$ cat config.mk
export PLATFORM = sky130hd
export DESIGN_NAME = lsu_arb_flat
export DESIGN_NICKNAME = d
export VERILOG_FILES = /design/src/rtl/lsu_arb_if.sv /design/src/rtl/lsu_arb.sv /design/src/flat_wrapper.sv
export SDC_FILE = /design/constraint.sdc
export NUM_CORES = 1
export LEC_CHECK = 0
export CORE_ASPECT_RATIO = 1.2
export CORE_MARGIN = 2
export CORE_UTILIZATION = 38
export DETAILED_ROUTE_END_ITERATION = 8
export MAX_ROUTING_LAYER = met4
export PLACE_DENSITY = 0.85
export SYNTH_ARGS = -nofsm -noshare
export SYNTH_HDL_FRONTEND = slang
export SYNTH_SLANG_ARGS = --single-unit
$ cat constraint.sdc
create_clock -name clk_i -period 3.43 [get_ports clk_i]
set_clock_uncertainty 0.1 [all_clocks]
set_input_delay 0.686 -clock clk_i [delete_from_list [all_inputs] [get_ports clk_i]]
set_output_delay 0.686 -clock clk_i [all_outputs]
set_load 0.01 [all_outputs]
$ cat src/rtl/lsu_arb_if.sv
// lsu_arb_if: signal bundle between the two requesters, lsu_arb and the LSU port.
// Latency: none (wires only).
// Backpressure: requesters hold req/we/addr/wdata stable until their gnt bit is seen.
//
// Ports (slave = arbiter view):
//   requester side : req_i, we_i, addr0_i, addr1_i, wdata0_i, wdata1_i -> gnt_o
//   response side  : rvalid_o, err_o, rdata_o
//   LSU side       : lsu_st_en_o, lsu_addr_o, lsu_st_data_o <- lsu_ld_data_i
interface lsu_arb_if #(
  parameter int ADDR_W = 12,
  parameter int DATA_W = 32
);
  logic [1:0]        req_i;
  logic [1:0]        we_i;
  logic [ADDR_W-1:0] addr0_i;
  logic [ADDR_W-1:0] addr1_i;
  logic [DATA_W-1:0] wdata0_i;
  logic [DATA_W-1:0] wdata1_i;
  logic [1:0]        gnt_o;
  logic [1:0]        rvalid_o;
  logic              err_o;
  logic [DATA_W-1:0] rdata_o;
  logic              lsu_st_en_o;
  logic [ADDR_W-1:0] lsu_addr_o;
  logic [DATA_W-1:0] lsu_st_data_o;
  logic [DATA_W-1:0] lsu_ld_data_i;

  // Arbiter side.
  modport slave (
    input  req_i, we_i, addr0_i, addr1_i, wdata0_i, wdata1_i, lsu_ld_data_i,
    output gnt_o, rvalid_o, err_o, rdata_o, lsu_st_en_o, lsu_addr_o, lsu_st_data_o
  );

  // Requester / LSU side (testbench or surrounding logic).
  modport master (
    output req_i, we_i, addr0_i, addr1_i, wdata0_i, wdata1_i, lsu_ld_data_i,
    input  gnt_o, rvalid_o, err_o, rdata_o, lsu_st_en_o, lsu_addr_o, lsu_st_data_o
  );
endinterface

$ cat src/rtl/lsu_arb.sv
// lsu_arb: two-requester round-robin arbiter sharing the single LSU port.
// Latency: command on the LSU the cycle after acceptance; rvalid_o pulses the cycle after that.
// Backpressure: gnt_o is held low while a command is in flight; one transaction per 2 cycles.
//
// Ports:
//   clk_i       clock, all state on the rising edge
//   rst_ni      synchronous active-low reset
//   bus.slave   requester commands and responses, plus the LSU st_en/addr/st_data/ld_data port
module lsu_arb #(
  parameter int ADDR_W = 12,
  parameter int DATA_W = 32
) (
  input logic      clk_i,
  input logic      rst_ni,
  lsu_arb_if.slave bus
);

  // Legal map: data 0x000-0x7FF, peripherals 0x800-0x8FF, read-only switches 0x900-0x90F.
  localparam logic [ADDR_W-1:0] SW_BASE = ADDR_W'(12'h900);
  localparam logic [ADDR_W-1:0] MAP_END = ADDR_W'(12'h910);

  typedef enum logic {
    IDLE = 1'b0,
    BUSY = 1'b1
  } state_e;

  state_e            state_q, state_d;
  logic              prio_q, prio_d;
  logic              owner_q, owner_d;
  logic              we_q, we_d;
  logic [ADDR_W-1:0] addr_q, addr_d;
  logic [DATA_W-1:0] wdata_q, wdata_d;
  logic              bad_q, bad_d;
  logic [1:0]        rvalid_q, rvalid_d;
  logic              err_q, err_d;
  logic [DATA_W-1:0] rdata_q, rdata_d;

  logic [1:0]        gnt;
  logic              accept;
  logic              sel;
  logic              sel_we;
  logic [ADDR_W-1:0] sel_addr;
  logic [DATA_W-1:0] sel_wdata;
  logic              sel_bad;

  // Misaligned, beyond the map, or a store into the switch window.
  // Anything reaching the last term is already below MAP_END.
  function automatic logic addr_bad(input logic [ADDR_W-1:0] a, input logic we);
    return (a[1:0] != 2'b00) || (a >= MAP_END) || (we && (a >= SW_BASE));
  endfunction

  // Arbitration: a lone requester always wins; under contention prio_q picks.
  // Nothing is granted during reset or while a command occupies the LSU.
  always_comb begin
    gnt    = 2'b00;
    sel    = 1'b0;
    accept = 1'b0;
    if ((state_q == IDLE) && rst_ni) begin
      case (bus.req_i)
        2'b01:   sel = 1'b0;
        2'b10:   sel = 1'b1;
        2'b11:   sel = prio_q;
        default: sel = 1'b0;
      endcase
      accept = |bus.req_i;
      gnt    = accept ? (sel ? 2'b10 : 2'b01) : 2'b00;
    end
  end

  // Command of the selected requester.
  always_comb begin
    sel_we    = sel ? bus.we_i[1]   : bus.we_i[0];
    sel_addr  = sel ? bus.addr1_i   : bus.addr0_i;
    sel_wdata = sel ? bus.wdata1_i  : bus.wdata0_i;
    sel_bad   = addr_bad(sel_addr, sel_we);
  end

  // FSM next state and registered datapath.
  always_comb begin
    state_d  = state_q;
    prio_d   = prio_q;
    owner_d  = owner_q;
    we_d     = we_q;
    addr_d   = addr_q;
    wdata_d  = wdata_q;
    bad_d    = bad_q;
    rvalid_d = 2'b00;
    err_d    = err_q;
    rdata_d  = rdata_q;

    case (state_q)
      IDLE: begin
        if (accept) begin
          state_d = BUSY;
          owner_d = sel;
          // The loser of this round is favoured next time.
          prio_d  = ~sel;
          we_d    = sel_we;
          addr_d  = sel_addr;
          wdata_d = sel_wdata;
          bad_d   = sel_bad;
        end
      end
      BUSY: begin
        // The LSU read is combinational, so ld_data is valid for the whole
        // BUSY cycle; sample it here so the load completes before any later
        // store can be accepted.
        state_d  = IDLE;
        rvalid_d = owner_q ? 2'b10 : 2'b01;
        err_d    = bad_q;
        rdata_d  = (we_q || bad_q) ? '0 : bus.lsu_ld_data_i;
      end
      default: state_d = IDLE;
    endcase
  end

  always_ff @(posedge clk_i) begin
    if (!rst_ni) begin
      state_q  <= IDLE;
      prio_q   <= 1'b0;
      owner_q  <= 1'b0;
      we_q     <= 1'b0;
      addr_q   <= '0;
      wdata_q  <= '0;
      bad_q    <= 1'b0;
      rvalid_q <= 2'b00;
      err_q    <= 1'b0;
      rdata_q  <= '0;
    end else begin
      state_q  <= state_d;
      prio_q   <= prio_d;
      owner_q  <= owner_d;
      we_q     <= we_d;
      addr_q   <= addr_d;
      wdata_q  <= wdata_d;
      bad_q    <= bad_d;
      rvalid_q <= rvalid_d;
      err_q    <= err_d;
      rdata_q  <= rdata_d;
    end
  end

  assign bus.gnt_o         = gnt;
  assign bus.rvalid_o      = rvalid_q;
  assign bus.err_o         = err_q;
  assign bus.rdata_o       = rdata_q;
  assign bus.lsu_addr_o    = addr_q;
  assign bus.lsu_st_data_o = wdata_q;
  // rst_ni gates the strobe directly so a store caught by reset never commits.
  assign bus.lsu_st_en_o   = (state_q == BUSY) && we_q && !bad_q && rst_ni;

endmodule

$ cat src/flat_wrapper.sv
// flat-port wrapper written by rule: the top's interface ports become plain ports
module lsu_arb_flat 
#(
  parameter int ADDR_W = 12,
  parameter int DATA_W = 32
)
  (clk_i, rst_ni, bus_req_i, bus_we_i, bus_addr0_i, bus_addr1_i, bus_wdata0_i, bus_wdata1_i, bus_lsu_ld_data_i, bus_gnt_o, bus_rvalid_o, bus_err_o, bus_rdata_o, bus_lsu_st_en_o, bus_lsu_addr_o, bus_lsu_st_data_o);
  lsu_arb_if #(.ADDR_W(ADDR_W), .DATA_W(DATA_W)) bus_i ();
  input logic clk_i;
  input logic rst_ni;
  input wire logic [$bits(bus_i.req_i)-1:0] bus_req_i;
  input wire logic [$bits(bus_i.we_i)-1:0] bus_we_i;
  input wire logic [$bits(bus_i.addr0_i)-1:0] bus_addr0_i;
  input wire logic [$bits(bus_i.addr1_i)-1:0] bus_addr1_i;
  input wire logic [$bits(bus_i.wdata0_i)-1:0] bus_wdata0_i;
  input wire logic [$bits(bus_i.wdata1_i)-1:0] bus_wdata1_i;
  input wire logic [$bits(bus_i.lsu_ld_data_i)-1:0] bus_lsu_ld_data_i;
  output wire logic [$bits(bus_i.gnt_o)-1:0] bus_gnt_o;
  output wire logic [$bits(bus_i.rvalid_o)-1:0] bus_rvalid_o;
  output wire logic [$bits(bus_i.err_o)-1:0] bus_err_o;
  output wire logic [$bits(bus_i.rdata_o)-1:0] bus_rdata_o;
  output wire logic [$bits(bus_i.lsu_st_en_o)-1:0] bus_lsu_st_en_o;
  output wire logic [$bits(bus_i.lsu_addr_o)-1:0] bus_lsu_addr_o;
  output wire logic [$bits(bus_i.lsu_st_data_o)-1:0] bus_lsu_st_data_o;
  assign bus_i.req_i = bus_req_i;
  assign bus_i.we_i = bus_we_i;
  assign bus_i.addr0_i = bus_addr0_i;
  assign bus_i.addr1_i = bus_addr1_i;
  assign bus_i.wdata0_i = bus_wdata0_i;
  assign bus_i.wdata1_i = bus_wdata1_i;
  assign bus_i.lsu_ld_data_i = bus_lsu_ld_data_i;
  assign bus_gnt_o = bus_i.gnt_o;
  assign bus_rvalid_o = bus_i.rvalid_o;
  assign bus_err_o = bus_i.err_o;
  assign bus_rdata_o = bus_i.rdata_o;
  assign bus_lsu_st_en_o = bus_i.lsu_st_en_o;
  assign bus_lsu_addr_o = bus_i.lsu_addr_o;
  assign bus_lsu_st_data_o = bus_i.lsu_st_data_o;
  lsu_arb #(.ADDR_W(ADDR_W), .DATA_W(DATA_W)) u_core (.clk_i(clk_i), .rst_ni(rst_ni), .bus(bus_i));
endmodule
Yosys cells after proc, flatten, opt, wreduce, memory -nomap -nowiden
Index checks and enable logic that the tools add are counted.
{"block": "op_classes", "n_lt_le_gt_ge": 2, "n_eq_ne": 2, "mux": 14, "bitwise_logic": 2, "reduce_logical": 13}
{"cell": "32-bit 2-to-1 mux", "n": 2}
{"cell": "12-bit >= comparator (second input constant)", "n": 2}
{"cell": "12-bit 2-to-1 mux", "n": 1}
{"cell": "2-bit 2-to-1 mux", "n": 4}
{"cell": "1-bit logical AND", "n": 5}
{"cell": "1-bit 2-to-1 mux", "n": 5}
{"cell": "2-bit == test (second input constant)", "n": 2}
{"cell": "1-bit one-hot mux with 2 select lines", "n": 2}
{"cell": "2-bit AND reduction", "n": 2}
{"cell": "1-bit logical OR", "n": 3}
{"cell": "1-bit inverter", "n": 2}
{"cell": "2-bit nonzero test", "n": 1}
{"cell": "2-bit OR reduction", "n": 1}
{"cell": "1-bit zero test", "n": 1}
{"block": "totals", "ff_bits": 84, "input_bits": 126}

Logic depth before layout (Yosys ltp)
{"block": "logic_depth", "depth_word": 8, "ltp_mapped": 7, "depth_no_buf": 5}

Worst setup path before layout
No wires, ideal clock.
{"block": "synth_timing", "kind": "input -> output", "from": "input rst_ni", "to": "output bus_gnt_o[0]", "t_arrival_ns": 1.351, "t_required_ns": 2.644, "slack_ns": 1.293, "path_stages": 5, "cell_sequence": "nor2b_4 buf_6 and3_4 buf_6 buf_6"}
{"block": "synth_between", "elab_chain_cells": 2}
{"element": "start, declared", "line_no": "flat_wrapper.sv:10", "source": "input logic rst_ni;"}
{"element": "1-bit logical AND", "line_no": "lsu_arb.sv:58", "source": "if ((state_q == IDLE) && rst_ni) begin"}
{"element": "2-bit 2-to-1 mux", "line_no": "lsu_arb.sv:58"}
{"element": "end, declared", "line_no": "flat_wrapper.sv:18", "source": "output wire logic [$bits(bus_i.gnt_o)-1:0] bus_gnt_o;"}
Every way passes these cells.

Worst setup path in the final report
{"block": "layout_timing", "from": "input rst_ni", "to": "output bus_gnt_o[1]"}
The elaborated chain is that of the path after synthesis.

==> results_dict.tcl <==
set metrics [dict create \
    outcome "complete, but fails checks" \
    violations "design-rule violations" \
    synth_seq_area_share_pct 55.1 \
    cts_made_buffers 9 \
    reg2reg_setup_slack_ns 1.47 \
    worst_setup_path_end_kind "primary output" \
    clk_pin_slew_ns 0.08 \
    synth_area_mm2 0.00305 \
    grt_pass1_vias 3009 \
    max_slew_margin_pct 42.3 \
    worstPathMaxFanout 14 \
    fin_nets 610 \
    period_minus_slack_ns 3.15 \
    drtPass1Iterations 9 \
    initial_core_util_pct 39.4 \
    arrival_ns 2.37 \
    hold_class "reg -> reg" \
    syn-num-nets 412 \
    crit_chain "clkdlybuf4s50_1 -> nor2b_4 -> nand3_4 -> inv_2 -> clkdlybuf4s50_1" \
    antenna_found_initial 0 \
    fmax_mhz 317 \
    setup_viol 0 \
    gp_congestion 0.849 \
    finalHoldViolations 0 \
    grt_pass1_wl_mm 15.1 \
    die-width_um 85.8 \
    grt_usage_pct 22.3 \
    syn2layout_area_growth_pct 74.5 \
    r2r_end "u_core.bus.lsu_st_data_o[28]$_SDFFE_PN0P_" \
    post_cts_buffers 0 \
    regArea_mm2 0.00168 \
    postSynthAreaPerCell_um2 10.7 \
    finalCritPeriodShare_pct 91.9 \
    tns_ns 0 \
    netlist_instances 286 \
    layout-drive-gt1-share_pct 7.16 \
    crit_path_end "bus_gnt_o[1]" \
    r2r_cells 6 \
    avgViaCountPerCell 5.47 \
    crit_type "in -> out" \
    drc 22 \
    total_power_mw 2.19 \
    cts_tree "yes" \
    drt_iter0_drc 288 \
    rsz0062_at_grt "no" \
    cts_sinks 84 \
    ir_worst_vdd_uv 318 \
    hpwl_mm 7.10 \
    cts.hold.buffers_added 0 \
    cts-root-buf "clkbuf_8" \
    nFillCells 618 \
    ioPinCount 208 \
    vias 3177 \
    fp-row-count 35 \
    multi_input_area_mm2 0.00122 \
    clkLatencyLatePin_ns 0.34 \
    start_kind "input port" \
    die-area_mm2 0.00877 \
    drt-total-wl_mm 9.97 \
    ys_ff_latch 84 \
    cts_buffer_depth 2 \
    startpoint "rst_ni" \
    yosys_warnings 0 \
    ant_nets 0 \
    grt_start_max_net_pins 47 \
    slew_viol_final 0 \
    io_buffer_count 207 \
    worst_pin_slew_ns 0.864 \
    timing.rr.start "u_core.state_q$_SDFF_PN0_" \
    cellPowerDensity_mw_per_mm2 412 \
    crit_top_cell "clkdlybuf4s50_1" \
    worst_path_max_delay_cell "clkdlybuf4s50_1" \
    slowest_delay_ns 0.59 \
    p_leak_nw 1.99 \
    h-tree-depth 3 \
    grt_overflow 0 \
    core_mm2 0.00775 \
    ys_types 34 \
    cp_data_required_time_ns 2.64 \
    cap_violations 0 \
    diodes 0 \
    cts_resized 0 \
    dieHeight_um 102 \
    wire_per_inst_um 17.2 \
]
## logic make-up after synthesis
family	count (synthesis)	share of synthesized area, %
AND/OR/NAND/NOR	84	12.3
flip-flops	84	55.1
multiplexers	1	0.328
buffers and inverters	29	5.25
AO/OA/AOI/OAI	88	27.0
## power breakdown
part           internal (mW)  total (mW)  switching, mW
Clock                  0.322       0.666          0.343
Combinational          0.283       0.461          0.178
Sequential              1.04        1.07         0.0337
Total                   1.64        2.19          0.555
## sequential cells by signal, summed over array words and instances, names as in the netlist
register,count
u_core.bus.lsu_st_data_o,32
u_core.owner_q,1
u_core.bus.err_o,1
u_core.we_q,1
u_core.bus.lsu_addr_o,12
u_core.bad_q,1
u_core.bus.rvalid_o,2
u_core.state_q,1
u_core.prio_q,1
u_core.bus.rdata_o,32
## worst min-delay path by stage
stage                                      from                           endpoint  slack, ns  depth (start not counted)
global route        u_core.owner_q$_SDFFE_PN0P_  u_core.bus.rvalid_o[0]$_SDFF_PN0_       0.37                          1
floorplan           u_core.owner_q$_SDFFE_PN0P_  u_core.bus.rvalid_o[0]$_SDFF_PN0_       0.30                          1
global placement    u_core.owner_q$_SDFFE_PN0P_  u_core.bus.rvalid_o[0]$_SDFF_PN0_       0.32                          1
finish              u_core.owner_q$_SDFFE_PN0P_  u_core.bus.rvalid_o[0]$_SDFF_PN0_       0.35                          1
detailed placement  u_core.owner_q$_SDFFE_PN0P_  u_core.bus.rvalid_o[0]$_SDFF_PN0_       0.33                          1
CTS                 u_core.owner_q$_SDFFE_PN0P_  u_core.bus.rvalid_o[0]$_SDFF_PN0_       0.34                          1
## cell usage after synthesis, drive strengths merged
library cell | n | share of area [%]
a311oi | 9 | 3.6
buf | 14 | 3.4
clkbuf | 11 | 1.4
o21ba | 1 | 0.33
nor4 | 1 | 0.21
a31o | 1 | 0.29
o21ai | 6 | 1.1
nand2 | 21 | 2.6
nor2 | 50 | 6.1
a222oi | 34 | 11
a31oi | 1 | 0.21
nor2b | 1 | 0.45
nor3 | 2 | 0.33
dfxtp | 84 | 55
nand3 | 1 | 0.57
nand4 | 1 | 0.21
inv | 4 | 0.49
nand4b | 1 | 0.29
a211oi | 1 | 0.25
a22o | 32 | 9.2
mux2i | 1 | 0.33
nand2b | 1 | 0.21
or4 | 2 | 0.49
and3 | 2 | 0.57
o32ai | 1 | 0.29
nor3b | 1 | 0.25
o41a | 1 | 0.37
o221ai | 1 | 0.29
## metal layers
metal / wire, µm / vias to the layer above / track usage (%)
met5: 0 / - / -
met4: 195 / 0 / 6.84
met3: 885 / 18 / 5.90
met2: 4900 / 150 / 37.0
met1: 3990 / 1507 / 26.7
li1: - / 1502 / -
## through the flow
stage / util [%] / setup slack [ns] / hold WS [ns] / instance area [µm²] / instances
after floorplan: - / 1.29 / 0.302 / 3050 / 286
after global placement: 66.3 / 0.291 / 0.323 / 5140 / 565
after detailed placement: 66.3 / 0.267 / 0.326 / 5140 / 565
after CTS: 68.7 / 0.258 / 0.335 / 5330 / 581
after global routing: 68.7 / 0.168 / 0.372 / 5330 / 581
final: 68.7 / 0.277 / 0.347 / 5330 / 581
## area by class of cell
cell class | instances | share of cell area (%)
Clock buffer | 13 | 3.17
Clock inverter | 3 | 0.376
Inverter | 4 | 0.282
Multi-Input combinational cell | 173 | 22.8
Sequential cell | 84 | 31.6
Tap cell | 92 | 2.16
Timing Repair Buffer | 212 | 39.6
## critical path, delay by kind of cell
family / cells / cell delay (ns)
buffers and inverters: 3 / 1.27
AND/OR/NAND/NOR: 2 / 0.40
## cells in the final DEF (no fill, tap or decap), types with 3 or more instances in the layout
| master | netlist | final |
|---|---|---|
| inv_2 | 3 | 3 |
| dfxtp_1 | 84 | 84 |
| a22o_1 | 32 | 32 |
| a222oi_1 | 34 | 34 |
| nand2_1 | 21 | 21 |
| nor2_1 | 50 | 50 |
| a311oi_2 | 5 | 5 |
| o21ai_0 | 5 | 5 |
| a311oi_1 | 4 | 4 |
| buf_4 | 1 | 5 |
| clkbuf_8 | 0 | 12 |
| clkdlybuf4s50_1 | 0 | 207 |
Note: power is estimated with default switching activity, not from simulation.
